File: config.mk
export PLATFORM = sky130hd
export DESIGN_NAME = mem_access_ctrl
export DESIGN_NICKNAME = d
export VERILOG_FILES = /design/src/rtl/mem_access_ctrl.sv
export SDC_FILE = /design/constraint.sdc
export NUM_CORES = 1
export LEC_CHECK = 0
export CAP_MARGIN = 40
export CORE_AREA = 3 3 151 123
export DETAILED_ROUTE_END_ITERATION = 8
export DIE_AREA = 0 0 154 126
export PLACE_DENSITY_LB_ADDON = 0.15
export SYNTH_ARGS = -nofsm -noshare
export SYNTH_HDL_FRONTEND = slang
export SYNTH_SLANG_ARGS = --single-unit
File: constraint.sdc
create_clock -name clock -period 2.65 [get_ports clock]
set_input_delay 0.53 -clock clock [delete_from_list [all_inputs] [get_ports clock]]
set_output_delay 0.53 -clock clock [all_outputs]
set_load 0.03 [all_outputs]
File: src/rtl/mem_access_ctrl.sv
// -----------------------------------------------------------------------------
// mem_access_ctrl
//
// Purpose:
//   Initiator side of the data-memory port. Accepts one load/store request at a
//   time from the datapath, drives address/memWrite/memRead/writeData toward a
//   word-addressed data memory for exactly one cycle, and returns the load data
//   (or store completion) through a valid/ready response channel. Requests that
//   address a word at or beyond MEM_WORDS are rejected without touching memory.
//   Completed loads, completed stores and rejected requests are each counted
//   with saturating counters.
//
// Ports:
//   clock, reset_n          single clock, asynchronous active-low reset
//   req_valid/req_ready     request handshake (req_ready high only in IDLE)
//   req_write               1 = store, 0 = load
//   req_addr                32-bit word address, compared full-width unsigned
//   req_wdata               store data
//   resp_valid/resp_ready   response handshake
//   resp_data               load data; 0 for stores and rejected requests
//   resp_err                request was out of range, no memory access made
//   address                 memory word address (holds last issued value)
//   memWrite/memRead        one-cycle memory strobes, never both high
//   writeData               memory write data (holds last issued value)
//   readData                memory read data, updated by memory on negedge
//   load_cnt/store_cnt      completed in-range accesses, saturating
//   err_cnt                 rejected requests, saturating
// -----------------------------------------------------------------------------
module mem_access_ctrl #(
  parameter int DATA_WIDTH = 32,
  parameter int MEM_WORDS  = 32,
  parameter int CNT_WIDTH  = 16
) (
  input  logic                  clock,
  input  logic                  reset_n,
  // request channel
  input  logic                  req_valid,
  output logic                  req_ready,
  input  logic                  req_write,
  input  logic [31:0]           req_addr,
  input  logic [DATA_WIDTH-1:0] req_wdata,
  // response channel
  output logic                  resp_valid,
  input  logic                  resp_ready,
  output logic [DATA_WIDTH-1:0] resp_data,
  output logic                  resp_err,
  // memory side
  output logic [31:0]           address,
  output logic                  memWrite,
  output logic                  memRead,
  output logic [DATA_WIDTH-1:0] writeData,
  input  logic [DATA_WIDTH-1:0] readData,
  // statistics
  output logic [CNT_WIDTH-1:0]  load_cnt,
  output logic [CNT_WIDTH-1:0]  store_cnt,
  output logic [CNT_WIDTH-1:0]  err_cnt
);

  // First illegal word address, widened to the full request address width so
  // the range check is a plain 32-bit unsigned compare.
  localparam logic [31:0] ADDR_LIMIT = 32'(MEM_WORDS);

  // Counter slots inside the packed counter vector.
  localparam int CNT_LOAD  = 0;
  localparam int CNT_STORE = 1;
  localparam int CNT_ERR   = 2;
  localparam int NUM_CNT   = 3;

  typedef enum logic [1:0] {
    IDLE  = 2'd0,
    ISSUE = 2'd1,
    RESP  = 2'd2
  } state_t;

  state_t state_q, state_d;

  // Latched request attributes.
  logic                  write_q,     write_d;
  logic                  resp_err_q,  resp_err_d;
  logic [DATA_WIDTH-1:0] resp_data_q, resp_data_d;

  // Memory-side registers. These only change when an in-range request is
  // accepted, so a rejected request leaves the memory bus quiet and unchanged.
  logic [31:0]           addr_q,      addr_d;
  logic [DATA_WIDTH-1:0] wdata_q,     wdata_d;

  logic                  accept;
  logic                  addr_bad;
  logic                  resp_done;
  logic [NUM_CNT-1:0]    cnt_inc;
  logic [NUM_CNT*CNT_WIDTH-1:0] cnt_flat;

  assign accept    = (state_q == IDLE) && req_valid;
  assign addr_bad  = (req_addr >= ADDR_LIMIT);
  assign resp_done = (state_q == RESP) && resp_ready;

  // ---------------------------------------------------------------------------
  // FSM: state register
  // ---------------------------------------------------------------------------
  always_ff @(posedge clock or negedge reset_n) begin
    if (!reset_n) begin
      state_q <= IDLE;
    end else begin
      state_q <= state_d;
    end
  end

  // ---------------------------------------------------------------------------
  // FSM: next-state logic
  // ---------------------------------------------------------------------------
  always_comb begin
    state_d = state_q;
    case (state_q)
      IDLE: begin
        if (req_valid) begin
          // Out-of-range requests skip the memory cycle entirely.
          state_d = addr_bad ? RESP : ISSUE;
        end
      end
      ISSUE: begin
        // Always exactly one cycle on the memory bus.
        state_d = RESP;
      end
      RESP: begin
        if (resp_ready) begin
          state_d = IDLE;
        end
      end
      default: begin
        state_d = IDLE;
      end
    endcase
  end

  // ---------------------------------------------------------------------------
  // FSM: outputs decoded from state (plus the registered access type). Because
  // the strobes depend only on flops, an asynchronous reset drops them at once.
  // ---------------------------------------------------------------------------
  always_comb begin
    req_ready  = 1'b0;
    resp_valid = 1'b0;
    memWrite   = 1'b0;
    memRead    = 1'b0;
    case (state_q)
      IDLE: begin
        req_ready = 1'b1;
      end
      ISSUE: begin
        memWrite = write_q;
        memRead  = ~write_q;
      end
      RESP: begin
        resp_valid = 1'b1;
      end
      default: begin
        req_ready = 1'b0;
      end
    endcase
  end

  // ---------------------------------------------------------------------------
  // Datapath next-value logic
  // ---------------------------------------------------------------------------
  always_comb begin
    write_d     = write_q;
    resp_err_d  = resp_err_q;
    resp_data_d = resp_data_q;
    addr_d      = addr_q;
    wdata_d     = wdata_q;

    if (accept) begin
      write_d     = req_write;
      resp_err_d  = addr_bad;
      resp_data_d = '0;
      if (!addr_bad) begin
        addr_d = req_addr;
        if (req_write) begin
          wdata_d = req_wdata;
        end
      end
    end else if (state_q == ISSUE) begin
      // The memory presents readData on the mid-cycle negedge, so it is
      // already settled by the posedge that closes ISSUE.
      resp_data_d = write_q ? '0 : readData;
    end
  end

  always_ff @(posedge clock or negedge reset_n) begin
    if (!reset_n) begin
      write_q     <= 1'b0;
      resp_err_q  <= 1'b0;
      resp_data_q <= '0;
      addr_q      <= '0;
      wdata_q     <= '0;
    end else begin
      write_q     <= write_d;
      resp_err_q  <= resp_err_d;
      resp_data_q <= resp_data_d;
      addr_q      <= addr_d;
      wdata_q     <= wdata_d;
    end
  end

  assign resp_data = resp_data_q;
  assign resp_err  = resp_err_q;
  assign address   = addr_q;
  assign writeData = wdata_q;

  // ---------------------------------------------------------------------------
  // Statistics counters. A transaction is counted on the edge where its
  // response is consumed, so a reset before that edge leaves no trace.
  // ---------------------------------------------------------------------------
  always_comb begin
    cnt_inc            = '0;
    cnt_inc[CNT_LOAD]  = resp_done && !resp_err_q && !write_q;
    cnt_inc[CNT_STORE] = resp_done && !resp_err_q &&  write_q;
    cnt_inc[CNT_ERR]   = resp_done &&  resp_err_q;
  end

  genvar gi;
  generate
    for (gi = 0; gi < NUM_CNT; gi++) begin : g_cnt
      logic [CNT_WIDTH-1:0] cnt_q, cnt_d;

      // Saturate at all-ones instead of wrapping.
      always_comb begin
        cnt_d = cnt_q;
        if (cnt_inc[gi] && (cnt_q != {CNT_WIDTH{1'b1}})) begin
          cnt_d = cnt_q + 1'b1;
        end
      end

      always_ff @(posedge clock or negedge reset_n) begin
        if (!reset_n) begin
          cnt_q <= '0;
        end else begin
          cnt_q <= cnt_d;
        end
      end

      assign cnt_flat[gi*CNT_WIDTH +: CNT_WIDTH] = cnt_q;
    end
  endgenerate

  assign load_cnt  = cnt_flat[CNT_LOAD*CNT_WIDTH  +: CNT_WIDTH];
  assign store_cnt = cnt_flat[CNT_STORE*CNT_WIDTH +: CNT_WIDTH];
  assign err_cnt   = cnt_flat[CNT_ERR*CNT_WIDTH   +: CNT_WIDTH];

endmodule

# After elaboration in Yosys (flattened, before gate mapping)
# Cells that the tools add are included.
# word_totals
regBits	148
wordCells	49
out_inout_bits	149
in_bits	101
# classes
n_reduce_logical	16
eq_ne	7
n_bitwise	2
mux	11
add_sub_neg	3
order_cmp	1
# ops
cell	n
32-bit two-way mux	3
16-bit by 1-bit adder with 16-bit output, second input constant	3
16-bit != test, second input constant	3
32-bit by 6-bit greater-or-equal comparator with 1-bit output, second input constant	1
1-bit logical AND	9
2-bit two-way mux	3
2-bit one-hot mux with 3 select lines	1
1-bit two-way mux	4
2-bit != test, second input constant	2
2-bit AND reduction	2
3-bit AND reduction	1
2-bit by 1-bit == test with 1-bit output, second input constant	1
2-bit == test, second input constant	1
1-bit logical NOT	2
2-bit logical NOT	1
1-bit NOT	2
2-bit nonzero test	1

# Longest topological paths before layout
# depth
word_depth	5
depth_mapped	6
mapped_depth_nobuf	5

# Worst setup path after synthesis
# OpenSTA, ideal clock, no wires.
# synth_timing
kind	register to register
startpoint	register state_q[1]
endpoint	register addr_q[4] (netlist: address[4])
setup_ns	0.125
period_less_slack_ns	2.180
path_buffers	2
slack_ns	0.470
t_required_ns	2.525
arrival_time_ns	2.055
path_stages_with_launch	7
cell_sequence	dfrtp_1 > clkbuf_2 > nor2_1 > nand2_1 > nor3_4 > buf_6 > mux2_2
# synth_via
elab_chain_len	3
# synth_rtl
element	line	text
start, declared	75	state_t state_q, state_d;
start signal, assigned	104	state_q <= state_d;
2-bit logical NOT	93	assign accept = (state_q == IDLE) && req_valid;
1-bit logical AND	93	
2-bit AND reduction (no source line)	n/a	
end signal, assigned	199	addr_q <= addr_d;
end, declared	84	logic [31:0] addr_q, addr_d;
# No other way between the ends.
# A chain may end at the register's enable or synchronous reset.

# Worst setup path after layout
# layout_timing
startpoint	register state_q[1]
endpoint	output port req_ready
# layout_via
elab_chain_len	2
# layout_rtl
element	line	text
2-bit logical NOT	144	case (state_q)
1-bit two-way mux	144	
end, declared	38	output logic req_ready,
# No other way between the ends.

==> metrics.txt <==
sequential share of the synthesized area=61.9%; worst clock skew=0.00773 ns; Power Density=579 nW/um^2; most common cell after layout, fill and taps aside=clkdlybuf4s50_1; Least-Margin Pin Slew=0.571 ns; peak supply drop=0.413 mV; Avg Cell Area, Syn=13.3 sq um; final wirelength=16400 microns; Fin Hold WS=0.0867 ns; RSZ-0062 raised after global routing=false; syn nets=553; die area=19400 sq um; Die H=126 microns; worst hold path type=in -> async; post-layout min period=2.48 ns; Worst EP arrival=1.95 ns; fraction of layout cells with a size suffix above 1=13.3%; clock sink count=148; Setup crit end kind=output port; Final Cycle Share=93.7%; Post-synth EDFFs=0; Top FF cell, synth=dfrtp_1; fillers=1497; Cell variety after synth=41; GRT Residual Overflow=0; global placer's final weighted congestion=0.881; # resized after CTS=0; f_max=403 MHz; Seq cells post-synth=148; Hold Violations, Final=0; Crit Path Max Fanout=8; type of origin of the critical path=flip-flop; P&R area growth vs syn=57.2%; DRT antenna net count=0; setup ws final=0.168 ns; chip width=154 microns; Crit Path Class=reg -> out; FF-to-FF Start=err_cnt[0]$_DFFE_PN0P_; clock tree buffer depth=2; io pins=250; largest net degree at the start of global routing=62; hold_buf cts=0; Post-Syn Instances=449; Wirelength per Cell=17.2 microns; worst reg2reg setup slack=0.75 ns; Pre-Repair DR Iteration Count=4; Post-layout nets=819; ys async rst share=100%; Via Count=4576; total track usage=17.1%; vias in the first global route=4881; Root Buffer=clkbuf_16; Worst Setup EP=req_ready; IO buf count=249; CTS tree=yes; starting density of the core=34.6%; leading cell types in the layout, fill and taps excluded=247 x clkdlybuf4s50_1, 148 x dfrtp_1, 38 x xor2_1, 38 x mux2_2, 32 x a22o_1; Detail Placement HPWL=12000 microns; Max Cap Viol=0; endpoints failing setup=0; Max Transition Viols Final=0; reg2reg path depth=5; Syn. warnings=0; Antenna diodes=0; DRC=0; Slew headroom=61.9%; Num CTS Buffers=17; Reg-to-Reg End=err_cnt[1]$_DFFE_PN0P_; Crit. Startpoint=state_q[1]$_DFFE_PN0P_; LEAKAGE=4.30 nW; htree depth=4; FP Rows=43; CORE AREA=17300 sq um; initial antenna violation count=0; first-pass GRT wire length=26600 microns; status=finished clean; dpl ws=0.0000846 ns; setup TNS=0 ns; Cell Area, Synth=5980 sq um; number of DRC markers in iteration 0=155; vias per cell=4.80; Clock Latency Late Sink=0.41 ns; Clk pin slew, worst setup/hold paths=0.06 ns; setup bufs post-CTS=0; data required time of the worst path=2.12 ns
## cell type report
| type | instances | area, sq um | share of cell area [%] |
|---|---|---|---|
| tap | 225 | 282 | 2.99 |
| clock inverter | 13 | 153 | 1.62 |
| inverter | 1 | 3.75 | 0.0399 |
| multi-input combinational | 282 | 2180 | 23.2 |
| clock buffer | 19 | 433 | 4.60 |
| timing repair buffer | 265 | 2650 | 28.2 |
| sequential | 148 | 3700 | 39.4 |
## cells by family (layout without fill, tap and decap cells)
group,Yosys count,count (layout),share of synthesized area [%]
and+or+nand+nor,155,155,16.1
DFF,148,148,61.9
xor gates and xnor gates,43,43,6.30
AOI/OAI and AO/OA,41,41,5.67
adders and majority gates,3,3,0.628
buffers and inverters,19,298,1.82
muxes,40,40,7.53
## through the flow
| step | total power, mW | area (sq um) | instances | utilization, % |
|---|---|---|---|---|
| 6_report | 5.44 | 9400 | 953 | 54.4 |
| 5_1_grt | 5.68 | 9400 | 953 | 54.4 |
| 4_1_cts | 5.52 | 9400 | 953 | 54.4 |
| 3_5_place_dp | 3.12 | 8820 | 921 | 51.0 |
| 3_3_place_gp | 3.11 | 8820 | 921 | 51.0 |
| 2_1_floorplan | 2.72 | 5980 | 449 | - |
## sequential cells by signal (all words and copies together) (netlist names)
| name | cells |
|---|---|
| resp_data | 32 |
| write_q | 1 |
| address | 32 |
| err_cnt | 16 |
| load_cnt | 16 |
| writeData | 32 |
| store_cnt | 16 |
| resp_err | 1 |
| state_q | 2 |
## synth_stat cells, types with 2 or more instances
| cell type | n | area, sq um |
|---|---|---|
| or2_2 | 2 | 12.5 |
| o21ai_0 | 3 | 15.0 |
| a22o_1 | 32 | 280 |
| dfrtp_1 | 148 | 3700 |
| nor3_1 | 18 | 90.1 |
| nor2_1 | 9 | 33.8 |
| and4_1 | 7 | 61.3 |
| and3_1 | 3 | 18.8 |
| clkbuf_1 | 8 | 30.0 |
| nand2_1 | 16 | 60.1 |
| a21oi_1 | 2 | 10.0 |
| buf_6 | 4 | 45.0 |
| xnor2_1 | 5 | 43.8 |
| mux2_2 | 38 | 428 |
| nand4_1 | 14 | 87.6 |
| buf_2 | 5 | 25.0 |
| nor2b_1 | 28 | 175 |
| mux2_1 | 2 | 22.5 |
| nand4b_1 | 4 | 35.0 |
| o21a_1 | 2 | 15.0 |
| nor3b_1 | 5 | 37.5 |
| nand2b_1 | 2 | 12.5 |
| nor4_1 | 20 | 125 |
| nor3_4 | 2 | 32.5 |
| nand3_1 | 15 | 75.1 |
| ha_1 | 3 | 37.5 |
| xor2_1 | 38 | 333 |
## worst max-delay path, stage by stage (launching register included)
cell and delay (ns):
dfrtp_1 0.45, nor2_1 0.30, clkdlybuf4s50_1 0.79
## per-layer routing
| layer | vias up | track usage [%] | routed length, microns |
|---|---|---|---|
| met5 | - | 0 | 0 |
| met1 | 2267 | 21.8 | 7100 |
| li1 | 2169 | - | - |
| met3 | 6 | 6.90 | 1190 |
| met4 | 0 | 3.22 | 103 |
| met2 | 134 | 27.9 | 8040 |
## where the power goes
part / switching, mW / leakage (nW) / total (mW) / internal [mW]
clock: 0.967 / 0.268 / 2.37 / 1.40
combinational: 0.315 / 1.99 / 0.638 / 0.323
sequential: 0.104 / 2.04 / 2.43 / 2.33
## worst min-delay path by stage
| stage | to | start | slack [ns] |
|---|---|---|---|
| floorplan | address[0]$_DFFE_PN0P_ | reset_n | 0.23 |
| CTS | address[21]$_DFFE_PN0P_ | reset_n | 0.11 |
| global placement | writeData[7]$_DFFE_PN0P_ | writeData[7]$_DFFE_PN0P_ | 0.47 |
| global route | store_cnt[11]$_DFFE_PN0P_ | reset_n | 0.11 |
| detailed placement | writeData[7]$_DFFE_PN0P_ | writeData[7]$_DFFE_PN0P_ | 0.48 |
| finish | address[21]$_DFFE_PN0P_ | reset_n | 0.09 |
(Power assumes the default switching activity.)
